[config.mk]
export PLATFORM = sky130hd
export DESIGN_NAME = id_stage_flat
export DESIGN_NICKNAME = d
export VERILOG_FILES = /design/src/rtl/id_stage_if.sv /design/src/rtl/id_stage.sv /design/src/flat_wrapper.sv
export SDC_FILE = /design/constraint.sdc
export NUM_CORES = 2
export LEC_CHECK = 0
export CORE_MARGIN = 10
export CORE_UTILIZATION = 37
export CTS_CLUSTER_SIZE = 12
export DETAILED_ROUTE_END_ITERATION = 6
export GPL_TIMING_DRIVEN = 1
export HOLD_SLACK_MARGIN = 0.05
export PLACE_DENSITY_LB_ADDON = 0.05
export SKIP_CTS_REPAIR_TIMING = 1
export SYNTH_ARGS = -nofsm -noshare
export SYNTH_HDL_FRONTEND = slang
export SYNTH_SLANG_ARGS = --single-unit
[constraint.sdc]
create_clock -name clk -period 4.65 [get_ports clk]
set_input_delay 0.465 -clock clk [delete_from_list [all_inputs] [get_ports clk]]
set_output_delay 0.465 -clock clk [all_outputs]
set_load 0.005 [all_outputs]
[src/rtl/id_stage_if.sv]
// Fetch/hazard/writeback <-> decode bundle for id_stage.
// master drives the decode inputs; slave is the decode stage itself.
interface id_stage_if #(
  parameter int DW = 32,
  parameter int AW = 5
);
  logic [DW-1:0] InstrD, PCPlus4D, ALUOutM, ResultW;
  logic          ForwardAD, ForwardBD, RegWriteW, FlushE;
  logic [AW-1:0] WriteRegW;

  logic          PCSrcD, BranchD;
  logic [DW-1:0] PCBranchD;
  logic [AW-1:0] RsD, RtD;

  logic          RegWriteE, MemtoRegE, MemWriteE, ALUSrcE, RegDstE;
  logic [2:0]    ALUControlE;
  logic [AW-1:0] RsE, RtE, RdE;
  logic [DW-1:0] RD1E, RD2E, SignImmE;

  modport master (
    output InstrD, PCPlus4D, ALUOutM, ResultW, ForwardAD, ForwardBD,
           RegWriteW, FlushE, WriteRegW,
    input  PCSrcD, BranchD, PCBranchD, RsD, RtD,
           RegWriteE, MemtoRegE, MemWriteE, ALUSrcE, RegDstE, ALUControlE,
           RsE, RtE, RdE, RD1E, RD2E, SignImmE
  );

  modport slave (
    input  InstrD, PCPlus4D, ALUOutM, ResultW, ForwardAD, ForwardBD,
           RegWriteW, FlushE, WriteRegW,
    output PCSrcD, BranchD, PCBranchD, RsD, RtD,
           RegWriteE, MemtoRegE, MemWriteE, ALUSrcE, RegDstE, ALUControlE,
           RsE, RtE, RdE, RD1E, RD2E, SignImmE
  );
endinterface

[src/rtl/id_stage.sv]
// Decode stage: register file with W->D write-through, main/ALU decode,
// early beq resolution and the ID/EX pipeline register.
module id_stage #(
  parameter int NREG = 32,
  parameter int DW   = 32
) (
  input logic       clk,
  input logic       rst_n,
  id_stage_if.slave bus
);
  localparam int AW = $clog2(NREG);

  localparam logic [5:0] OP_RTYPE = 6'h00;
  localparam logic [5:0] OP_LW    = 6'h23;
  localparam logic [5:0] OP_SW    = 6'h2B;
  localparam logic [5:0] OP_BEQ   = 6'h04;
  localparam logic [5:0] OP_ADDI  = 6'h08;

  localparam logic [2:0] ALU_AND = 3'b000;
  localparam logic [2:0] ALU_OR  = 3'b001;
  localparam logic [2:0] ALU_ADD = 3'b010;
  localparam logic [2:0] ALU_SUB = 3'b110;
  localparam logic [2:0] ALU_SLT = 3'b111;

  logic [5:0]    w_op, w_funct;
  logic [AW-1:0] w_rs, w_rt, w_rd;
  logic [DW-1:0] w_simm, w_rd1, w_rd2, w_a, w_b;
  logic          w_regwrite, w_memtoreg, w_memwrite, w_alusrc, w_regdst, w_branch;
  logic [2:0]    w_aluctl;

  logic [DW-1:0] r_rf [NREG];

  logic          r_regwrite, r_memtoreg, r_memwrite, r_alusrc, r_regdst;
  logic [2:0]    r_aluctl;
  logic [AW-1:0] r_rs, r_rt, r_rd;
  logic [DW-1:0] r_rd1, r_rd2, r_simm;

  assign w_op    = bus.InstrD[31:26];
  assign w_rs    = bus.InstrD[25:21];
  assign w_rt    = bus.InstrD[20:16];
  assign w_rd    = bus.InstrD[15:11];
  assign w_funct = bus.InstrD[5:0];
  assign w_simm  = {{(DW-16){bus.InstrD[15]}}, bus.InstrD[15:0]};

  // Reads see the value being written back this cycle; r0 always reads 0.
  always_comb begin
    w_rd1 = r_rf[w_rs];
    if (w_rs == '0)
      w_rd1 = '0;
    else if (bus.RegWriteW && bus.WriteRegW == w_rs)
      w_rd1 = bus.ResultW;
  end

  always_comb begin
    w_rd2 = r_rf[w_rt];
    if (w_rt == '0)
      w_rd2 = '0;
    else if (bus.RegWriteW && bus.WriteRegW == w_rt)
      w_rd2 = bus.ResultW;
  end

  always_ff @(posedge clk) begin
    if (!rst_n) begin
      for (int i = 0; i < NREG; i++) r_rf[i] <= '0;
    end else if (bus.RegWriteW && bus.WriteRegW != '0) begin
      r_rf[bus.WriteRegW] <= bus.ResultW;
    end
  end

  always_comb begin
    w_regwrite = 1'b0;
    w_memtoreg = 1'b0;
    w_memwrite = 1'b0;
    w_alusrc   = 1'b0;
    w_regdst   = 1'b0;
    w_branch   = 1'b0;
    w_aluctl   = ALU_ADD;
    case (w_op)
      OP_RTYPE: begin
        w_regwrite = 1'b1;
        w_regdst   = 1'b1;
        case (w_funct)
          6'h20:   w_aluctl = ALU_ADD;
          6'h22:   w_aluctl = ALU_SUB;
          6'h24:   w_aluctl = ALU_AND;
          6'h25:   w_aluctl = ALU_OR;
          6'h2A:   w_aluctl = ALU_SLT;
          // includes the all-zero fetch bubble: must never write back
          default: w_regwrite = 1'b0;
        endcase
      end
      OP_LW: begin
        w_regwrite = 1'b1;
        w_alusrc   = 1'b1;
        w_memtoreg = 1'b1;
      end
      OP_SW: begin
        w_memwrite = 1'b1;
        w_alusrc   = 1'b1;
      end
      OP_BEQ: begin
        w_branch = 1'b1;
        w_aluctl = ALU_SUB;
      end
      OP_ADDI: begin
        w_regwrite = 1'b1;
        w_alusrc   = 1'b1;
      end
      default: ;
    endcase
  end

  assign w_a = bus.ForwardAD ? bus.ALUOutM : w_rd1;
  assign w_b = bus.ForwardBD ? bus.ALUOutM : w_rd2;

  assign bus.PCSrcD    = w_branch & (w_a == w_b);
  assign bus.PCBranchD = bus.PCPlus4D + w_simm;
  assign bus.BranchD   = w_branch;
  assign bus.RsD       = w_rs;
  assign bus.RtD       = w_rt;

  // Reset and flush both leave a clean bubble in execute.
  always_ff @(posedge clk) begin
    if (!rst_n || bus.FlushE) begin
      r_regwrite <= 1'b0;
      r_memtoreg <= 1'b0;
      r_memwrite <= 1'b0;
      r_alusrc   <= 1'b0;
      r_regdst   <= 1'b0;
      r_aluctl   <= ALU_ADD;
      r_rs       <= '0;
      r_rt       <= '0;
      r_rd       <= '0;
      r_rd1      <= '0;
      r_rd2      <= '0;
      r_simm     <= '0;
    end else begin
      r_regwrite <= w_regwrite;
      r_memtoreg <= w_memtoreg;
      r_memwrite <= w_memwrite;
      r_alusrc   <= w_alusrc;
      r_regdst   <= w_regdst;
      r_aluctl   <= w_aluctl;
      r_rs       <= w_rs;
      r_rt       <= w_rt;
      r_rd       <= w_rd;
      r_rd1      <= w_rd1;
      r_rd2      <= w_rd2;
      r_simm     <= w_simm;
    end
  end

  assign bus.RegWriteE   = r_regwrite;
  assign bus.MemtoRegE   = r_memtoreg;
  assign bus.MemWriteE   = r_memwrite;
  assign bus.ALUSrcE     = r_alusrc;
  assign bus.RegDstE     = r_regdst;
  assign bus.ALUControlE = r_aluctl;
  assign bus.RsE         = r_rs;
  assign bus.RtE         = r_rt;
  assign bus.RdE         = r_rd;
  assign bus.RD1E        = r_rd1;
  assign bus.RD2E        = r_rd2;
  assign bus.SignImmE    = r_simm;
endmodule

[src/flat_wrapper.sv]
// flat-port wrapper written by rule: the top's interface ports become plain ports
module id_stage_flat 
#(
  parameter int NREG = 32,
  parameter int DW   = 32
)
  (clk, rst_n, bus_InstrD, bus_PCPlus4D, bus_ALUOutM, bus_ResultW, bus_ForwardAD, bus_ForwardBD, bus_RegWriteW, bus_FlushE, bus_WriteRegW, bus_PCSrcD, bus_BranchD, bus_PCBranchD, bus_RsD, bus_RtD, bus_RegWriteE, bus_MemtoRegE, bus_MemWriteE, bus_ALUSrcE, bus_RegDstE, bus_ALUControlE, bus_RsE, bus_RtE, bus_RdE, bus_RD1E, bus_RD2E, bus_SignImmE);
  id_stage_if #(.DW(DW), .AW(5)) bus_i ();
  input logic clk;
  input logic rst_n;
  input wire logic [$bits(bus_i.InstrD)-1:0] bus_InstrD;
  input wire logic [$bits(bus_i.PCPlus4D)-1:0] bus_PCPlus4D;
  input wire logic [$bits(bus_i.ALUOutM)-1:0] bus_ALUOutM;
  input wire logic [$bits(bus_i.ResultW)-1:0] bus_ResultW;
  input wire logic [$bits(bus_i.ForwardAD)-1:0] bus_ForwardAD;
  input wire logic [$bits(bus_i.ForwardBD)-1:0] bus_ForwardBD;
  input wire logic [$bits(bus_i.RegWriteW)-1:0] bus_RegWriteW;
  input wire logic [$bits(bus_i.FlushE)-1:0] bus_FlushE;
  input wire logic [$bits(bus_i.WriteRegW)-1:0] bus_WriteRegW;
  output wire logic [$bits(bus_i.PCSrcD)-1:0] bus_PCSrcD;
  output wire logic [$bits(bus_i.BranchD)-1:0] bus_BranchD;
  output wire logic [$bits(bus_i.PCBranchD)-1:0] bus_PCBranchD;
  output wire logic [$bits(bus_i.RsD)-1:0] bus_RsD;
  output wire logic [$bits(bus_i.RtD)-1:0] bus_RtD;
  output wire logic [$bits(bus_i.RegWriteE)-1:0] bus_RegWriteE;
  output wire logic [$bits(bus_i.MemtoRegE)-1:0] bus_MemtoRegE;
  output wire logic [$bits(bus_i.MemWriteE)-1:0] bus_MemWriteE;
  output wire logic [$bits(bus_i.ALUSrcE)-1:0] bus_ALUSrcE;
  output wire logic [$bits(bus_i.RegDstE)-1:0] bus_RegDstE;
  output wire logic [$bits(bus_i.ALUControlE)-1:0] bus_ALUControlE;
  output wire logic [$bits(bus_i.RsE)-1:0] bus_RsE;
  output wire logic [$bits(bus_i.RtE)-1:0] bus_RtE;
  output wire logic [$bits(bus_i.RdE)-1:0] bus_RdE;
  output wire logic [$bits(bus_i.RD1E)-1:0] bus_RD1E;
  output wire logic [$bits(bus_i.RD2E)-1:0] bus_RD2E;
  output wire logic [$bits(bus_i.SignImmE)-1:0] bus_SignImmE;
  assign bus_i.InstrD = bus_InstrD;
  assign bus_i.PCPlus4D = bus_PCPlus4D;
  assign bus_i.ALUOutM = bus_ALUOutM;
  assign bus_i.ResultW = bus_ResultW;
  assign bus_i.ForwardAD = bus_ForwardAD;
  assign bus_i.ForwardBD = bus_ForwardBD;
  assign bus_i.RegWriteW = bus_RegWriteW;
  assign bus_i.FlushE = bus_FlushE;
  assign bus_i.WriteRegW = bus_WriteRegW;
  assign bus_PCSrcD = bus_i.PCSrcD;
  assign bus_BranchD = bus_i.BranchD;
  assign bus_PCBranchD = bus_i.PCBranchD;
  assign bus_RsD = bus_i.RsD;
  assign bus_RtD = bus_i.RtD;
  assign bus_RegWriteE = bus_i.RegWriteE;
  assign bus_MemtoRegE = bus_i.MemtoRegE;
  assign bus_MemWriteE = bus_i.MemWriteE;
  assign bus_ALUSrcE = bus_i.ALUSrcE;
  assign bus_RegDstE = bus_i.RegDstE;
  assign bus_ALUControlE = bus_i.ALUControlE;
  assign bus_RsE = bus_i.RsE;
  assign bus_RtE = bus_i.RtE;
  assign bus_RdE = bus_i.RdE;
  assign bus_RD1E = bus_i.RD1E;
  assign bus_RD2E = bus_i.RD2E;
  assign bus_SignImmE = bus_i.SignImmE;
  id_stage #(.NREG(NREG), .DW(DW)) u_core (.clk(clk), .rst_n(rst_n), .bus(bus_i));
endmodule
==> metrics.cfg <==
[run_status]
status=complete, but fails checks
violations=design-rule violations, negative setup slack

[critical_path]
worstPathRequired_ps=4180
path_common_cell=buf_4
cp.arrival_ps=4450
startpoint_type=input port
cp_cell_sequence=buf_6 > buf_4 > buf_4 > nor2b_1 > a22oi_1 > a21oi_1 > buf_4 > a211oi_4 > o311a_1 > a21oi_1 > o2111ai_2 > nor4_2 > nand4_1 > nor4_2 > buf_4 > buf_6
max_stage_delay_ps=820
crit_type=in -> out
cp_max_fo=13
slowest_stage=nor2b_1
endpoint_kind=primary output

[synthesis]
seq_area_frac_synth=0.529
syn_area_per_cell_um2=13.5
ys_warn_count=0
synth-edff-count=1024
synth.distinct_cells=102
yosysTopAreaCell=edfxtp_1
ys.flop_type=edfxtp_1
syn_area_um2=61800
postSynthCellCount=4585
synth_area_leaders=edfxtp_1 (50%), mux4_2 (16%), nor3_1 (4.8%)
ys_ff_latch=1122
synthArstFlopShare=0
synth_top_area_share=0.497

[layout]
area_growth_pct=24.5
fin_util=0.465
drive_gt1_frac=0.287
layout.nets=5491
fin_area_um2=77000
stdcell_count=7623

[detailed_routing]
post_drt_via_cell_ratio=6.23
drt-initial-drc-count=6179
drtAntennaViolNets=0
vias=47500
drtPass1Iterations=7
drc=1
routed_wl_um=286000
wl_per_cell_um=37.5

[grt]
grt_use_total=0.302
antenna_found_initial=14
grt_max_degree=72
grt.overflow.total=0
grt_first_pass_wirelength_um=394000
grt_pass1_vias=46900

[timing]
finalCriticalPeriod_ps=4910
setup_violations=1
worstMarginPinSlew_ps=1100
hold_viol=0
rsz0062_at_grt=true
period_share=1.06
skew_ps=29.9
fin_ws_ps=-263
worst_slew_margin_rel=0.266
fmax_mhz=204
drv_slew=0

[clocking]
cts.sinks=1122
cts_buffer_depth=3
clock_latency_ps=800
cts_tree=built
root_buffer=clkbuf_16
numCtsBuffers=137
clk_pin_slew_ps=60
htreeDepth=4

[placement]
numPortBuffers=301
post-place-cells=7366
place_congestion=0.939
place_hpwl_um=199000
placed_area_um2=72500

[power_and_ir_drop]
max-vdd-ir-drop_v=0.000304
p_leak_nw=27.0
power_w=0.0273
power_density_nw_per_um2=355

[floorplan]
dieArea_um2=184000
fp.coreArea_um2=166000
rows=149
fp.dieH_um=429
io_pins=302
die_x_um=429
initial_utilization=0.374

[worst_hold_path]
hold_class=in -> reg

[flow_run]
drv_cap=0

==> registers in the layout (all words and copies together) (netlist names) <==
signal                  flops
u_core.bus.ALUControlE      3
u_core.bus.ALUSrcE          1
u_core.bus.MemWriteE        1
u_core.bus.MemtoRegE        1
u_core.bus.RD1E            32
u_core.bus.RD2E            32
u_core.bus.RegDstE          1
u_core.bus.RegWriteE        1
u_core.bus.RsE              5
u_core.bus.RtE              5
u_core.bus.SignImmE        16
u_core.r_rf              1024
==> cells in the final DEF (no fill, tap or decap), types with 40 or more instances in the layout <==
cell type	n
a22oi_1	57
buf_12	108
nor2_1	144
edfxtp_1	1024
o221ai_1	42
clkbuf_1	40
xnor2_1	55
o21ai_0	44
dfxtp_1	98
buf_4	680
nand2_1	129
clkdlybuf4s50_1	285
and2_1	470
mux2i_1	211
nor3_1	588
clkbuf_16	141
a21oi_1	98
mux4_2	439
==> area by class of cell <==
| class | count | area (um^2) |
|---|---|---|
| fillers | 14900 | 88500 |
| inverters | 43 | 163 |
| well taps | 2189 | 2740 |
| flip-flops and latches | 1122 | 32700 |
| repair buffers | 1089 | 10300 |
| multi-input cells | 2927 | 26900 |
| clock inverters | 56 | 432 |
| diodes | 10 | 25.0 |
| clock buffers | 187 | 3750 |
==> stage by stage <==
step | TNS (ps) | setup slack, ps | hold WS [ps]
2_1_floorplan | 0 | 385 | 534
6_report | -263 | -263 | 305
5_1_grt | -401 | -401 | 302
3_3_place_gp | -1120 | -756 | 1100
4_1_cts | -1170 | -760 | 254
3_5_place_dp | -1130 | -748 | 1100
==> worst paths after layout <==
kind / startpoint / cells after the start / to / slack, ps
worst max-delay path: bus_InstrD[23] / 16 / bus_PCSrcD / -260
worst min-delay path: bus_InstrD[10] / 2 / u_core.bus.SignImmE[10]$_SDFF_PP0_ / 300
worst max register to register: u_core.r_rf[12][1]$_SDFFCE_PN0P_ / 9 / u_core.bus.RD2E[1]$_SDFF_PP0_ / 1920
worst min register to register: u_core.r_rf[2][28]$_SDFFCE_PN0P_ / 6 / u_core.bus.RD1E[28]$_SDFF_PP0_ / 1190
==> report_power, final <==
| part | switching [W] | internal [W] |
|---|---|---|
| Clock | 0.00446 | 0.00588 |
| Sequential | 0.000280 | 0.0116 |
| Combinational | 0.00292 | 0.00223 |
==> cell families after synthesis <==
logic type / count (synthesis) / share of synthesized area
AOI/OAI and AO/OA: 556 / 0.0632
xor gates and xnor gates: 78 / 0.0110
adders and majority gates: 32 / 0.00660
buffers and inverters: 567 / 0.0488
DFF: 1122 / 0.529
muxes: 705 / 0.210
other: 1 / 0.0000606
and+or+nand+nor: 1524 / 0.132
==> critical path: cells and delay by family <==
kind	cells	cell delay, ps
compound gates	6	1270
buf+inv	6	1110
simple gates	4	1560
==> synthesized netlist by cell type, drive strengths merged, types with 7 or more instances <==
master	count
a21oi	103
mux4	462
mux2	32
nand3	38
a2111oi	8
mux2i	211
xnor2	57
inv	38
ha	31
or3	14
nor3b	7
nand2	135
a22oi	58
nand3b	9
nor2b	25
and2	471
nor4	13
o31ai	16
nand4	13
buf	207
nand2b	15
o221ai	43
xor2	21
and3	12
a32oi	19
a21boi	8
or3b	7
nor2	151
o21ai	81
dfxtp	98
a21o	17
o21bai	8
a221oi	17
o22ai	37
clkbuf	314
o211ai	12
nor3	593
a22o	21
a31oi	23
edfxtp	1024
a211oi	27
==> routing by layer <==
metal  vias up  track usage  share of wire
met5         -            0        0.00012
li1      19400            -              -
met4         4        0.109          0.040
met2      2625        0.468           0.45
met3       474       0.0597          0.088
met1     24900        0.421           0.42
Note: power is estimated with default switching activity, not from simulation.
